==> config.mk <==
export PLATFORM = sky130hd
export DESIGN_NAME = ram_port_arbiter
export DESIGN_NICKNAME = d
export VERILOG_FILES = /design/src/rtl/ram_port_arbiter_pkg.sv /design/src/rtl/ram_port_arbiter_rr_pick.sv /design/src/rtl/ram_port_arbiter.sv
export SDC_FILE = /design/constraint.sdc
export NUM_CORES = 1
export LEC_CHECK = 0
export BUFFER_PORTS_ARGS = -buffer_cell sky130_fd_sc_hd__buf_2
export CAP_MARGIN = 25
export CORE_MARGIN = 5
export CORE_UTILIZATION = 42
export CTS_CLUSTER_DIAMETER = 120
export DETAILED_ROUTE_END_ITERATION = 8
export PLACE_DENSITY_LB_ADDON = 0.15
export SYNTH_ARGS = -nofsm -noshare
export SYNTH_HDL_FRONTEND = slang
export SYNTH_SLANG_ARGS = --single-unit
==> constraint.sdc <==
create_clock -name clk -period 1.55 [get_ports clk]
set_input_delay 0.155 -clock clk [delete_from_list [all_inputs] [get_ports clk]]
set_output_delay 0.155 -clock clk [all_outputs]
set_load 0.01 [all_outputs]
==> src/rtl/ram_port_arbiter_pkg.sv <==
`default_nettype none
// +--------------------------------------------------------------------------+
// | ram_port_arbiter_pkg: shared state encoding and index-width helper.      |
// | Revision: 1.0                                                            |
// +--------------------------------------------------------------------------+
package ram_port_arbiter_pkg;

  typedef enum logic [0:0] {
    ST_IDLE = 1'b0,
    ST_WAIT = 1'b1
  } state_t;

  localparam int BURST_BITS = 4;

  // Bits needed to hold a client index; never narrower than one bit.
  function automatic int idx_bits(input int n);
    int w;
    w = 1;
    while ((1 << w) < n) w++;
    return w;
  endfunction

endpackage
`default_nettype wire

==> src/rtl/ram_port_arbiter_rr_pick.sv <==
`default_nettype none
// +--------------------------------------------------------------------------+
// | ram_port_arbiter_rr_pick: combinational round-robin scan of clients      |
// | 1..N-1, starting at ptr and wrapping back to client 1.                   |
// | Revision: 1.0                                                            |
// +--------------------------------------------------------------------------+
module ram_port_arbiter_rr_pick
  import ram_port_arbiter_pkg::*;
#(
  parameter int N = 3,
  parameter int W = idx_bits(N)
) (
  input  logic [N-1:1] pending,
  input  logic [W-1:0] ptr,
  output logic [W-1:0] idx,
  output logic         found
);

  logic [W-1:0] w_hi_idx;
  logic [W-1:0] w_lo_idx;
  logic         w_hi_found;

  // Descending scan: the last hit is the lowest index, both at/after ptr and overall.
  always_comb begin
    w_hi_idx   = '0;
    w_lo_idx   = '0;
    w_hi_found = 1'b0;
    found      = 1'b0;
    for (int i = N - 1; i >= 1; i--) begin
      if (pending[i]) begin
        if (W'(i) >= ptr) begin
          w_hi_found = 1'b1;
          w_hi_idx   = W'(i);
        end
        found    = 1'b1;
        w_lo_idx = W'(i);
      end
    end
    idx = w_hi_found ? w_hi_idx : w_lo_idx;
  end

endmodule
`default_nettype wire

==> src/rtl/ram_port_arbiter.sv <==
`default_nettype none
// +--------------------------------------------------------------------------+
// | ram_port_arbiter: shares one toggle-handshake RAM port between clients;  |
// | client 0 has burst-limited priority, the rest are served round-robin.    |
// | Revision: 1.0                                                            |
// +--------------------------------------------------------------------------+
module ram_port_arbiter
  import ram_port_arbiter_pkg::*;
#(
  parameter int ram_a_bits = 17,
  parameter int clients    = 3,
  parameter int max_burst  = 4
) (
  input  logic                            clk,
  input  logic                            reset_n,
  input  logic [clients*ram_a_bits-1:0]   c_a,
  input  logic [clients*8-1:0]            c_d,
  input  logic [clients-1:0]              c_we,
  input  logic [clients-1:0]              c_req,
  output logic [clients-1:0]              c_ack,
  output logic [clients*8-1:0]            c_q,
  output logic [ram_a_bits-1:0]           ram_a,
  output logic [7:0]                      ram_d,
  output logic                            ram_we,
  output logic                            ram_req,
  input  logic                            ram_ack,
  input  logic [7:0]                      ram_q
);

  localparam int                    IW          = idx_bits(clients);
  localparam logic [BURST_BITS-1:0] BURST_MAX   = BURST_BITS'(max_burst);
  localparam logic [IW-1:0]         FIRST_RR    = IW'(1);
  localparam logic [IW-1:0]         LAST_CLIENT = IW'(clients - 1);

  state_t                  r_state;
  logic                    r_ram_req;
  logic                    r_ram_we;
  logic [ram_a_bits-1:0]   r_ram_a;
  logic [7:0]              r_ram_d;
  logic [clients-1:0]      r_c_ack;
  logic [7:0]              r_c_q [clients];
  logic [BURST_BITS-1:0]   r_burst;
  logic [IW-1:0]           r_rr_ptr;
  logic [IW-1:0]           r_winner;

  logic [ram_a_bits-1:0]   w_a [clients];
  logic [7:0]              w_d [clients];
  logic [clients-1:0]      w_pend;
  logic                    w_others;
  logic                    w_c0_win;
  logic                    w_rr_found;
  logic                    w_grant;
  logic [IW-1:0]           w_rr_idx;
  logic [IW-1:0]           w_win_idx;

  for (genvar g = 0; g < clients; g++) begin : g_client
    assign w_a[g]         = c_a[g*ram_a_bits +: ram_a_bits];
    assign w_d[g]         = c_d[g*8 +: 8];
    assign c_q[g*8 +: 8]  = r_c_q[g];
  end

  assign w_pend   = c_req ^ r_c_ack;
  assign w_others = |w_pend[clients-1:1];
  // Client 0 yields only once its burst allowance is spent and someone else waits.
  assign w_c0_win  = w_pend[0] && !(w_others && (r_burst == BURST_MAX));
  assign w_grant   = w_c0_win || w_rr_found;
  assign w_win_idx = w_c0_win ? '0 : w_rr_idx;

  ram_port_arbiter_rr_pick #(
    .N (clients),
    .W (IW)
  ) u_rr_pick (
    .pending (w_pend[clients-1:1]),
    .ptr     (r_rr_ptr),
    .idx     (w_rr_idx),
    .found   (w_rr_found)
  );

  always_ff @(posedge clk or negedge reset_n) begin
    if (!reset_n) begin
      r_state   <= ST_IDLE;
      r_ram_req <= 1'b0;
      r_ram_we  <= 1'b0;
      r_ram_a   <= '0;
      r_ram_d   <= '0;
      r_c_ack   <= '0;
      r_burst   <= '0;
      r_rr_ptr  <= FIRST_RR;
      r_winner  <= '0;
      for (int i = 0; i < clients; i++) begin
        r_c_q[i] <= '0;
      end
    end else begin
      if (!w_others) begin
        r_burst <= '0;
      end else if ((r_state == ST_IDLE) && w_grant) begin
        if (w_c0_win) begin
          r_burst <= (r_burst == BURST_MAX) ? BURST_MAX : r_burst + 1'b1;
        end else begin
          r_burst <= '0;
        end
      end

      case (r_state)
        ST_IDLE: begin
          if (w_grant) begin
            r_ram_a   <= w_a[w_win_idx];
            r_ram_we  <= c_we[w_win_idx];
            r_ram_d   <= w_d[w_win_idx];
            r_ram_req <= ~r_ram_req;
            r_winner  <= w_win_idx;
            r_state   <= ST_WAIT;
            if (!w_c0_win) begin
              r_rr_ptr <= (w_rr_idx == LAST_CLIENT) ? FIRST_RR : w_rr_idx + 1'b1;
            end
          end
        end
        ST_WAIT: begin
          if (ram_ack == r_ram_req) begin
            if (!r_ram_we) begin
              r_c_q[r_winner] <= ram_q;
            end
            r_c_ack[r_winner] <= ~r_c_ack[r_winner];
            r_state           <= ST_IDLE;
          end
        end
        default: r_state <= ST_IDLE;
      endcase
    end
  end

  assign c_ack   = r_c_ack;
  assign ram_a   = r_ram_a;
  assign ram_d   = r_ram_d;
  assign ram_we  = r_ram_we;
  assign ram_req = r_ram_req;

endmodule
`default_nettype wire

==> results of run 1 <==
timing repair:
item	in CTS	in global routing
setup buffers	1	3
gates cloned	0	3
endpoints found under the setup margin	48	50
hold buffers	1	0
pin swaps	0	29
resized for setup	13	19
endpoints found under the hold margin	21	0
cell families after synthesis:
| group | synth area share [%] |
|---|---|
| simple gates | 11.5 |
| compound gates | 19.6 |
| mux | 9.27 |
| fa+ha+maj | 0.827 |
| flops | 52.2 |
| buf+inv | 3.23 |
| xor+xnor | 3.39 |
metal layers:
metal / vias to the layer above / wire length [µm]
met5: - / 0
met4: 0 / 201
met3: 16 / 860
met2: 156 / 4260
met1: 1410 / 3780
li1: 1428 / -
how the worst max path moves through the flow:
| stage | endpoint | slack [ps] |
|---|---|---|
| final | ram_d[1]$_DFFE_PN0P_ | -170 |
| after global routing | ram_a[16]$_DFFE_PN0P_ | -260 |
| after CTS | ram_a[11]$_DFFE_PN0P_ | -160 |
| after detailed placement | ram_a[2]$_DFFE_PN0P_ | -150 |
| after global placement | c_q[0]$_DFFE_PN0P_ | -120 |
| after floorplan | ram_a[0]$_DFFE_PN0P_ | -60 |
cells in the final DEF, fill, tap and decap left out, types with 5 or more instances in the layout:
cell / netlist / final
nand2_1: 33 / 33
mux2_2: 24 / 16
buf_4: 4 / 28
clkbuf_8: 0 / 10
buf_2: 6 / 145
buf_12: 0 / 6
o21ai_0: 29 / 7
dfrtp_1: 62 / 60
o21ai_1: 0 / 21
o31ai_1: 26 / 24
a21oi_1: 30 / 27
buf_6: 0 / 5
mux2_4: 0 / 8
nor2_1: 30 / 28
registers in the layout, indices dropped and copies added (netlist names):
register,cells
c_q,24
ram_a,17
ram_d,8
r_burst,4
c_ack,3
r_rr_ptr,2
r_winner,2
r_state,1
ram_req,1
ram_we,1
stage by stage:
step           hold WS (ps)  TNS, ps  total power, mW  worst slack [ps]  utilization, %
5_1_grt                79.8    -6670             10.6              -263            64.4
6_report               86.5    -3100             9.90              -170            64.4
3_3_place_gp            205    -3080             8.00              -118            59.0
4_1_cts                69.9    -3730             9.53              -157            62.4
2_1_floorplan          -141    -1640             5.98             -61.0               -
3_5_place_dp            206    -4230             8.10              -150            59.0
where the power goes:
group | switching [mW] | internal [mW] | total (mW)
Clock | 0.603 | 0.607 | 1.21
Sequential | 0.498 | 2.47 | 2.97
Combinational | 2.88 | 2.84 | 5.72
Total | 3.98 | 5.92 | 9.90
area by class of cell:
| type | count | area share (%) |
|---|---|---|
| clock inverter | 4 | 0.490 |
| sequential | 63 | 34.4 |
| timing repair buffer | 188 | 25.9 |
| multi-input combinational | 213 | 33.2 |
| inverter | 4 | 0.327 |
| clock buffer | 11 | 3.08 |
| tap | 99 | 2.70 |
critical path, delay by kind of cell, from the launching register on:
family          cells  cell delay, ps
compound gates      3             420
flops               1             390
fa+ha+maj           1             130
simple gates        1             100
buf+inv             4             580
==> impl_metrics.env, run 1 <==
export IMPL_skew_ps=12.2
export IMPL_finalWorstSetupSlack_ps=-170
export IMPL_die_h_um=94.9
export IMPL_synth_most_common_cell="dfrtp_1"
export IMPL_drt_initial_drc_count=124
export IMPL_rr_startpoint="r_burst[0]$_DFFE_PN0P_"
export IMPL_drt_wirelength_per_cell_um=15.7
export IMPL_root_buffer="clkbuf_8"
export IMPL_path_max_fanout=6
export IMPL_synth_edf_count=0
export IMPL_hp_start="ram_q[3]"
export IMPL_synth_cell_types=35
export IMPL_min_period_ps=1720
export IMPL_grt_use_total_pct=19.8
export IMPL_n_antenna_cell=0
export IMPL_status="finished with violations"
export IMPL_dieArea_um2=9000
export IMPL_violations="setup timing"
export IMPL_final_hold_viol_count=0
export IMPL_use_met2_pct=32.2
export IMPL_grt_use_met3_pct=5.26
export IMPL_r2r_cells=9
export IMPL_antenna_found_initial=0
export IMPL_setup_violations=31
export IMPL_yosysTopAreaCellShare_pct=51.3
export IMPL_critPathLaunchType="flip-flop"
export IMPL_slew_viol_final=0
export IMPL_finalNonFillerCells=582
export IMPL_synthTopCellsByCount="dfrtp_1 (62), nand2_1 (33), a21oi_1 (30), nor2_1 (30), o21ai_0 (29)"
export IMPL_syn_area_per_cell_um2=10.2
export IMPL_whs_path_depth=2
export IMPL_port_buffers=145
export IMPL_rsz0062_at_grt="yes"
export IMPL_cp_startpoint="r_burst[0]$_DFFE_PN0P_"
export IMPL_clkLatencyLatePin_ps=340
export IMPL_max_slew_margin_rel_pct=59.5
export IMPL_cp_slowest_cell="dfrtp_1"
export IMPL_multi_input_area_um2=1520
export IMPL_drive_gt1_share_pct=52.4
export IMPL_met1_usage_pct=24.3
export IMPL_fmax_ghz=0.581
export IMPL_design_core_area_um2=7140
export IMPL_dpl_instance_area_um2=4210
export IMPL_path_class="reg2reg"
export IMPL_seq_area_um2=1580
export IMPL_rr_endpoint="ram_d[1]$_DFFE_PN0P_"
export IMPL_cpPeakStageDelay_ps=390
export IMPL_dp_hpwl_um=6540
export IMPL_path_cells="inv_2 > ha_4 > nand3b_1 > buf_4 > a22oi_2 > buf_6 > clkbuf_16 > a21oi_1 > o31ai_1"
export IMPL_syn_inst=296
export IMPL_path_clk_slew_ps=70
export IMPL_final_area_um2=4590
export IMPL_vias_per_cell=5.17
export IMPL_critPathArrivalTime_ps=1960
export IMPL_endpoint_kind="flip-flop"
export IMPL_fp_row_count=31
export IMPL_syn_to_final_growth_pct=51.9
export IMPL_synthFlopType="dfrtp_1"
export IMPL_maxCapViolCount=0
export IMPL_yosys_top_cells_area="dfrtp_1 (51%), mux2_2 (8.9%), o31ai_1 (6.5%)"
export IMPL_power_density_nw_per_um2=2150
export IMPL_drc=0
export IMPL_pin_count=146
export IMPL_routed_wl_um=9110
export IMPL_top_usage_layer="met2"
export IMPL_yosysTopAreaCell="dfrtp_1"
export IMPL_cts_max_level=3
export IMPL_finalCritPeriodShare_pct=111
export IMPL_holdCritPathClass="in2reg"
export IMPL_async_reset_ff_share_pct=100
export IMPL_grt_pass1_vias=3012
export IMPL_die_x_um=94.9
export IMPL_hold_path_end="c_q[3]$_DFFE_PN0P_"
export IMPL_cts_buffers=9
export IMPL_antenna_left=0
export IMPL_fillers=645
export IMPL_routed_via_count=3010
export IMPL_cts_sinks=63
export IMPL_dpl_cell_count=560
export IMPL_synth_nets=390
export IMPL_leakagePower_nw=2.25
export IMPL_drtPass1Iterations=5
export IMPL_rrSetupSlack_ps=-170
export IMPL_grt_pass1_wl_um=13800
export IMPL_cts_tree="built"
export IMPL_seq_area_frac_synth_pct=52.2
export IMPL_final_nets=573
export IMPL_ys_seq_elements=63
export IMPL_worst_pin_slew_ps=608
export IMPL_peakVddDrop_uv=811
export IMPL_clockBufferDepth=2
export IMPL_start_util_pct=42.4
export IMPL_required_ps=1790
export IMPL_syn_area_um2=3020
export IMPL_overflow=0
export IMPL_yosysWarnings=0
export IMPL_grt_max_degree=33
export IMPL_gp_congestion=0.859
Note: power is estimated with default switching activity, not from simulation.
==> run 2: changes to the inputs <==
--- a/config.mk
+++ b/config.mk
@@ -5,11 +5,12 @@
 export SDC_FILE = /design/constraint.sdc
 export NUM_CORES = 1
 export LEC_CHECK = 0
-export BUFFER_PORTS_ARGS = -buffer_cell sky130_fd_sc_hd__buf_2
+export BUFFER_PORTS_ARGS = -buffer_cell sky130_fd_sc_hd__buf_4
 export CAP_MARGIN = 25
 export CORE_MARGIN = 5
 export CORE_UTILIZATION = 42
 export CTS_CLUSTER_DIAMETER = 120
+export CTS_CLUSTER_SIZE = 30
 export DETAILED_ROUTE_END_ITERATION = 8
 export PLACE_DENSITY_LB_ADDON = 0.15
 export SYNTH_ARGS = -nofsm -noshare
==> run 2 against run 1 <==
  * The run still ends with setup timing left
  * Highest routed layer unchanged
  * Total power up 10%
  * Clock skew is 4.9 ps lower
  * Register-to-register slack is essentially flat
==> impl_metrics.env, run 2 (synthesized netlist as in run 1, its figures left out) <==
export IMPL_final_area_um2=4970
export IMPL_dp_hpwl_um=7020
export IMPL_finalWorstSetupSlack_ps=-172
export IMPL_final_nets=572
export IMPL_min_period_ps=1720
export IMPL_dpl_cell_count=559
export IMPL_antenna_left=0
export IMPL_maxCapViolCount=0
export IMPL_grt_pass1_vias=3151
export IMPL_critPathArrivalTime_ps=1960
export IMPL_slew_viol_final=0
export IMPL_power_density_nw_per_um2=2190
export IMPL_design_core_area_um2=7140
export IMPL_grt_use_total_pct=21.6
export IMPL_port_buffers=145
export IMPL_grt_pass1_wl_um=15100
export IMPL_syn_to_final_growth_pct=64.5
export IMPL_die_x_um=94.9
export IMPL_n_antenna_cell=0
export IMPL_drt_initial_drc_count=107
export IMPL_routed_wl_um=9660
export IMPL_cp_slowest_cell="dfrtp_1"
export IMPL_peakVddDrop_uv=866
export IMPL_skew_ps=7.37
export IMPL_violations="setup timing"
export IMPL_final_common_cell="buf_4"
export IMPL_cts_buffers=9
export IMPL_root_buffer="clkbuf_8"
export IMPL_gp_congestion=0.839
export IMPL_routed_via_count=2994
export IMPL_rsz0062_at_grt="yes"
export IMPL_dpl_instance_area_um2=4540
export IMPL_required_ps=1790
export IMPL_drive_gt1_share_pct=51.6
export IMPL_status="finished with violations"
export IMPL_start_util_pct=42.4
export IMPL_fp_row_count=31
export IMPL_holdCritPathClass="in2reg"
export IMPL_cts_sinks=63
export IMPL_max_slew_margin_rel_pct=71.8
export IMPL_setup_violations=35
export IMPL_drtPass1Iterations=5
export IMPL_finalNonFillerCells=582
export IMPL_overflow=0
export IMPL_drc=0
export IMPL_utilization_pct=69.7
export IMPL_path_clk_slew_ps=80
export IMPL_vias_per_cell=5.14
export IMPL_path_class="reg2reg"
export IMPL_grt_max_degree=33
export IMPL_final_hold_viol_count=0
export IMPL_clkLatencyLatePin_ps=330
export IMPL_finalCritPeriodShare_pct=111
export IMPL_die_h_um=94.9
export IMPL_endpoint_kind="flip-flop"
export IMPL_critPathLaunchType="flip-flop"
export IMPL_layout_common_cells="buf_4 (176), dfrtp_1 (60), nand2_1 (32)"
export IMPL_p_total_mw=10.9
export IMPL_largest_reg_flops=24
export IMPL_fin_setup_tns_ps=-3960
export IMPL_worst_pin_slew_ps=419
export IMPL_clockBufferDepth=2
export IMPL_path_cells="inv_2 > ha_4 > nand3b_1 > buf_4 > a22oi_2 > buf_6 > clkbuf_16 > a21oi_1 > o31ai_1"
export IMPL_leakagePower_nw=2.39
export IMPL_path_max_fanout=10
export IMPL_cts_max_level=3
export IMPL_pin_count=146
export IMPL_drt_wirelength_per_cell_um=16.6
export IMPL_cpPeakStageDelay_ps=390
export IMPL_fmax_ghz=0.581
export IMPL_antenna_found_initial=0
export IMPL_cts_tree="built"
export IMPL_dieArea_um2=9000
## run 2: changes by cell type in the layout (fill, tap and decap cells not counted), sizes merged
cell | previous run | this run
clkbuf | 13 | 10
clkinv | 3 | 2
bufinv | 0 | 4
## run 2: area by class of cell
| class | count | area [µm²] |
|---|---|---|
| clock buffers | 9 | 124 |
| fillers | 608 | 2160 |
| inverters | 4 | 15.0 |
| well taps | 99 | 124 |
| repair buffers | 187 | 1490 |
| multi-input cells | 213 | 1490 |
| clock inverters | 7 | 145 |
| flip-flops and latches | 63 | 1580 |
## run 2: metrics by stage
step | hold slack [ps] | worst slack [ps]
floorplan | -141 | -61.0
global placement | 128 | -135
detailed placement | 125 | -188
CTS | 54.4 | -169
global route | 57.0 | -270
finish | 69.7 | -172
## run 2: repair_timing
| item | CTS | global route |
|---|---|---|
| hold buffers | 1 | 0 |
| gates resized for setup | 14 | 9 |
| endpoints found under the setup margin | 53 | 57 |
| setup buffers | 3 | 2 |
| pin swaps | 1 | 16 |
| hold endpoints to repair | 29 | 0 |
| cloned | 0 | 1 |
## run 2: path summary, 6_finish.rpt
check / from / to / slack (ps) / depth (start not counted)
setup reg to reg: r_burst[1]$_DFFE_PN0P_ / ram_a[7]$_DFFE_PN0P_ / -170 / 9
hold / removal: ram_q[6] / c_q[6]$_DFFE_PN0P_ / 70 / 2
min in group asynchronous: reset_n / c_q[17]$_DFFE_PN0P_ / 300 / 2
setup / recovery: r_burst[1]$_DFFE_PN0P_ / ram_a[7]$_DFFE_PN0P_ / -170 / 9
hold reg to reg: ram_a[10]$_DFFE_PN0P_ / ram_a[10]$_DFFE_PN0P_ / 480 / 2
max in group asynchronous: reset_n / c_q[13]$_DFFE_PN0P_ / 640 / 3
## run 2: routing by layer
metal / vias to the layer above / routed length (µm) / GRT usage [%]
met2: 131 / 4720 / 37.5
met1: 1422 / 3890 / 24.7
met3: 20 / 834 / 7.33
met4: 0 / 222 / 7.57
li1: 1421 / - / -
met5: - / 0 / 0
## run 2: worst max-delay path, delay by kind of cell, from the launching register on
kind | cells | cell delay, ps
compound gates | 3 | 430
simple gates | 1 | 130
flops | 1 | 390
buf+inv | 4 | 550
fa+ha+maj | 1 | 130
## run 2: where the power goes
group          leakage, nW  total (mW)  internal, mW  switching [mW]
Combinational         1.50        6.02          3.10            2.91
Sequential           0.764        2.98          2.47           0.508
Clock                0.130        1.90          1.24           0.666
Total                 2.39        10.9          6.81            4.09
==> run 3: changes to the inputs <==
--- a/config.mk
+++ b/config.mk
@@ -7,8 +7,10 @@
 export LEC_CHECK = 0
 export BUFFER_PORTS_ARGS = -buffer_cell sky130_fd_sc_hd__buf_4
 export CAP_MARGIN = 25
+export CELL_PAD_IN_SITES_DETAIL_PLACEMENT = 1
+export CELL_PAD_IN_SITES_GLOBAL_PLACEMENT = 1
 export CORE_MARGIN = 5
-export CORE_UTILIZATION = 42
+export CORE_UTILIZATION = 30
 export CTS_CLUSTER_DIAMETER = 120
 export CTS_CLUSTER_SIZE = 30
 export DETAILED_ROUTE_END_ITERATION = 8
==> run 3 against run 2 <==
  * Sequential share of layout area shrank 0.82 points
  * Final area grew 2.7%
  * Wire length grew 12%
  * Via count shrank 1.1%
  * The flow still finishes with violations (setup timing)
  * Core utilization shrank 18 points
  * Critical path type unchanged
  * Critical endpoint is now ram_d[0]$_DFFE_PN0P_
==> impl_metrics.env, run 3 (synthesized netlist as in run 1, its figures left out) <==
export IMPL_cts_buffers=9
export IMPL_cpPeakStageDelay_ps=430
export IMPL_path_class="reg2reg"
export IMPL_min_period_ps=1670
export IMPL_finalWorstSetupSlack_ps=-120
export IMPL_grt_pass1_wl_um=17100
export IMPL_path_cells="inv_2 > ha_4 > nand3b_1 > a221o_2 > buf_8 > o21ai_0 > o31ai_1"
export IMPL_dpl_cell_count=591
export IMPL_met2_length_um=5340
export IMPL_fp_row_count=36
export IMPL_hold_path_end="c_q[2]$_DFFE_PN0P_"
export IMPL_routed_wl_um=10800
export IMPL_skew_ps=9.86
export IMPL_violations="setup timing"
export IMPL_peakVddDrop_uv=620
export IMPL_fillers=1142
export IMPL_grt_max_degree=36
export IMPL_dp_slack_ps=-136
export IMPL_dr_wl_met3_um=856
export IMPL_cts_tree="built"
export IMPL_fmax_ghz=0.599
export IMPL_holdCritPathClass="in2reg"
export IMPL_endpoint_kind="flip-flop"
export IMPL_slew_viol_final=0
export IMPL_rr_startpoint="r_burst[1]$_DFFE_PN0P_"
export IMPL_antenna_found_initial=0
export IMPL_routed_via_count=2962
export IMPL_critPathLaunchType="flip-flop"
export IMPL_clockBufferDepth=2
export IMPL_power_density_nw_per_um2=2160
export IMPL_path_clk_slew_ps=70
export IMPL_syn_to_final_growth_pct=69.0
export IMPL_drtPass1Iterations=4
export IMPL_largest_reg_flops=24
export IMPL_final_nets=574
export IMPL_critPathArrivalTime_ps=1890
export IMPL_path_max_fanout=13
export IMPL_die_x_um=110
export IMPL_critPathTopFamily="compound AO/OA/AOI/OAI gates"
export IMPL_status="finished with violations"
export IMPL_top_layer="met4"
export IMPL_drc=0
export IMPL_finalCritPeriodShare_pct=108
export IMPL_drt_wirelength_per_cell_um=17.4
export IMPL_root_buffer="clkbuf_8"
export IMPL_fin_setup_tns_ps=-2450
export IMPL_setup_violations=26
export IMPL_cts_sinks=63
export IMPL_max_slew_margin_rel_pct=72.9
export IMPL_crit_buf_inv=2
export IMPL_required_ps=1770
export IMPL_maxCapViolCount=0
export IMPL_gp_congestion=0.785
export IMPL_drive_gt1_share_pct=54.2
export IMPL_final_common_cell="buf_4"
export IMPL_leakagePower_nw=2.41
export IMPL_p_total_mw=11.0
export IMPL_layout_common_cells="buf_4 (171), dfrtp_1 (59), nand2_1 (32)"
export IMPL_rr_endpoint="ram_d[0]$_DFFE_PN0P_"
export IMPL_dp_hpwl_um=7840
export IMPL_fin_hold_ws_ps=67.5
export IMPL_clkLatencyLatePin_ps=340
export IMPL_wl_met1_um=4440
export IMPL_design_core_area_um2=9820
export IMPL_vias_per_cell=4.79
export IMPL_grt_use_total_pct=17.2
export IMPL_final_hold_viol_count=0
export IMPL_port_buffers=145
export IMPL_r2r_cells=7
export IMPL_drt_initial_drc_count=72
export IMPL_overflow=0
export IMPL_grt_pass1_vias=3280
export IMPL_pin_count=146
export IMPL_whs_path_depth=2
export IMPL_dieArea_um2=12200
export IMPL_hp_start="ram_q[2]"
export IMPL_die_h_um=110
export IMPL_cp_slowest_cell="a221o_2"
export IMPL_finalNonFillerCells=618
export IMPL_rsz0062_at_grt="yes"
export IMPL_cts_max_level=3
export IMPL_n_antenna_cell=0
export IMPL_antenna_left=0
export IMPL_start_util_pct=30.8
export IMPL_worst_pin_slew_ps=407
export IMPL_rrSetupSlack_ps=-120
[run 3: cell types whose count changed in the layout (fill, tap and decap cells not counted), sizes merged]
| cell | before | now |
|---|---|---|
| clkbuf | 10 | 14 |
| clkinvlp | 1 | 0 |
| buf | 185 | 187 |
| clkinv | 2 | 1 |
| bufinv | 4 | 2 |
[run 3: how the worst max path moves through the flow]
| stage | start | cells past startpoint | end | slack [ps] |
|---|---|---|---|---|
| after global routing | r_burst[1]$_DFFE_PN0P_ | 9 | ram_d[0]$_DFFE_PN0P_ | -210 |
| after global placement | r_burst[1]$_DFFE_PN0P_ | 8 | ram_d[6]$_DFFE_PN0P_ | -110 |
| after floorplan | r_burst[1]$_DFFE_PN0P_ | 7 | ram_a[0]$_DFFE_PN0P_ | -60 |
| after CTS | r_burst[0]$_DFFE_PN0P_ | 9 | ram_a[11]$_DFFE_PN0P_ | -110 |
| final | r_burst[1]$_DFFE_PN0P_ | 7 | ram_d[0]$_DFFE_PN0P_ | -120 |
| after detailed placement | r_burst[1]$_DFFE_PN0P_ | 8 | ram_a[0]$_DFFE_PN0P_ | -140 |
[run 3: cell type report]
type | instances | area (µm²) | share of cell area [%]
sequential | 63 | 1580 | 31.0
multi-input combinational | 213 | 1550 | 30.3
inverter | 4 | 15.0 | 0.294
tap | 133 | 166 | 3.26
clock buffer | 13 | 159 | 3.11
timing repair buffer | 189 | 1570 | 30.8
clock inverter | 3 | 65.1 | 1.27
[run 3: worst reg2reg max path: stages (launching register included)]
cell      delay (ps)
dfrtp_1          390
inv_2             90
ha_4             130
nand3b_1         120
a221o_2          430
buf_8            170
o21ai_0          150
o31ai_1           90
[run 3: timing repair]
item | 4_1_cts | 5_1_grt
hold buffers | 1 | 0
endpoints found under the hold margin | 28 | 0
endpoints found under the setup margin | 44 | 57
buffers inserted | 6 | 2
gates resized for setup | 24 | 32
pin swaps | 16 | 20
cloned | 1 | 1
[run 3: power by group]
group          internal (mW)  switching [mW]  leakage (nW)
clock                  0.993           0.621         0.114
combinational           3.35            3.10          1.54
sequential              2.47           0.496         0.763
[run 3: per-layer routing]
metal  GRT usage, %  vias to the layer above
met5              0                        -
met4           5.25                        0
met3           6.51                       12
met2           29.3                      106
met1           20.1                     1416
li1               -                     1428
[run 3: metrics by stage]
step / cell area (µm²) / util (%)
final: 5110 / 52.0
after global routing: 5110 / 52.0
after CTS: 4930 / 50.2
after detailed placement: 4580 / 46.7
after global placement: 4580 / 46.7
after floorplan: 3120 / -
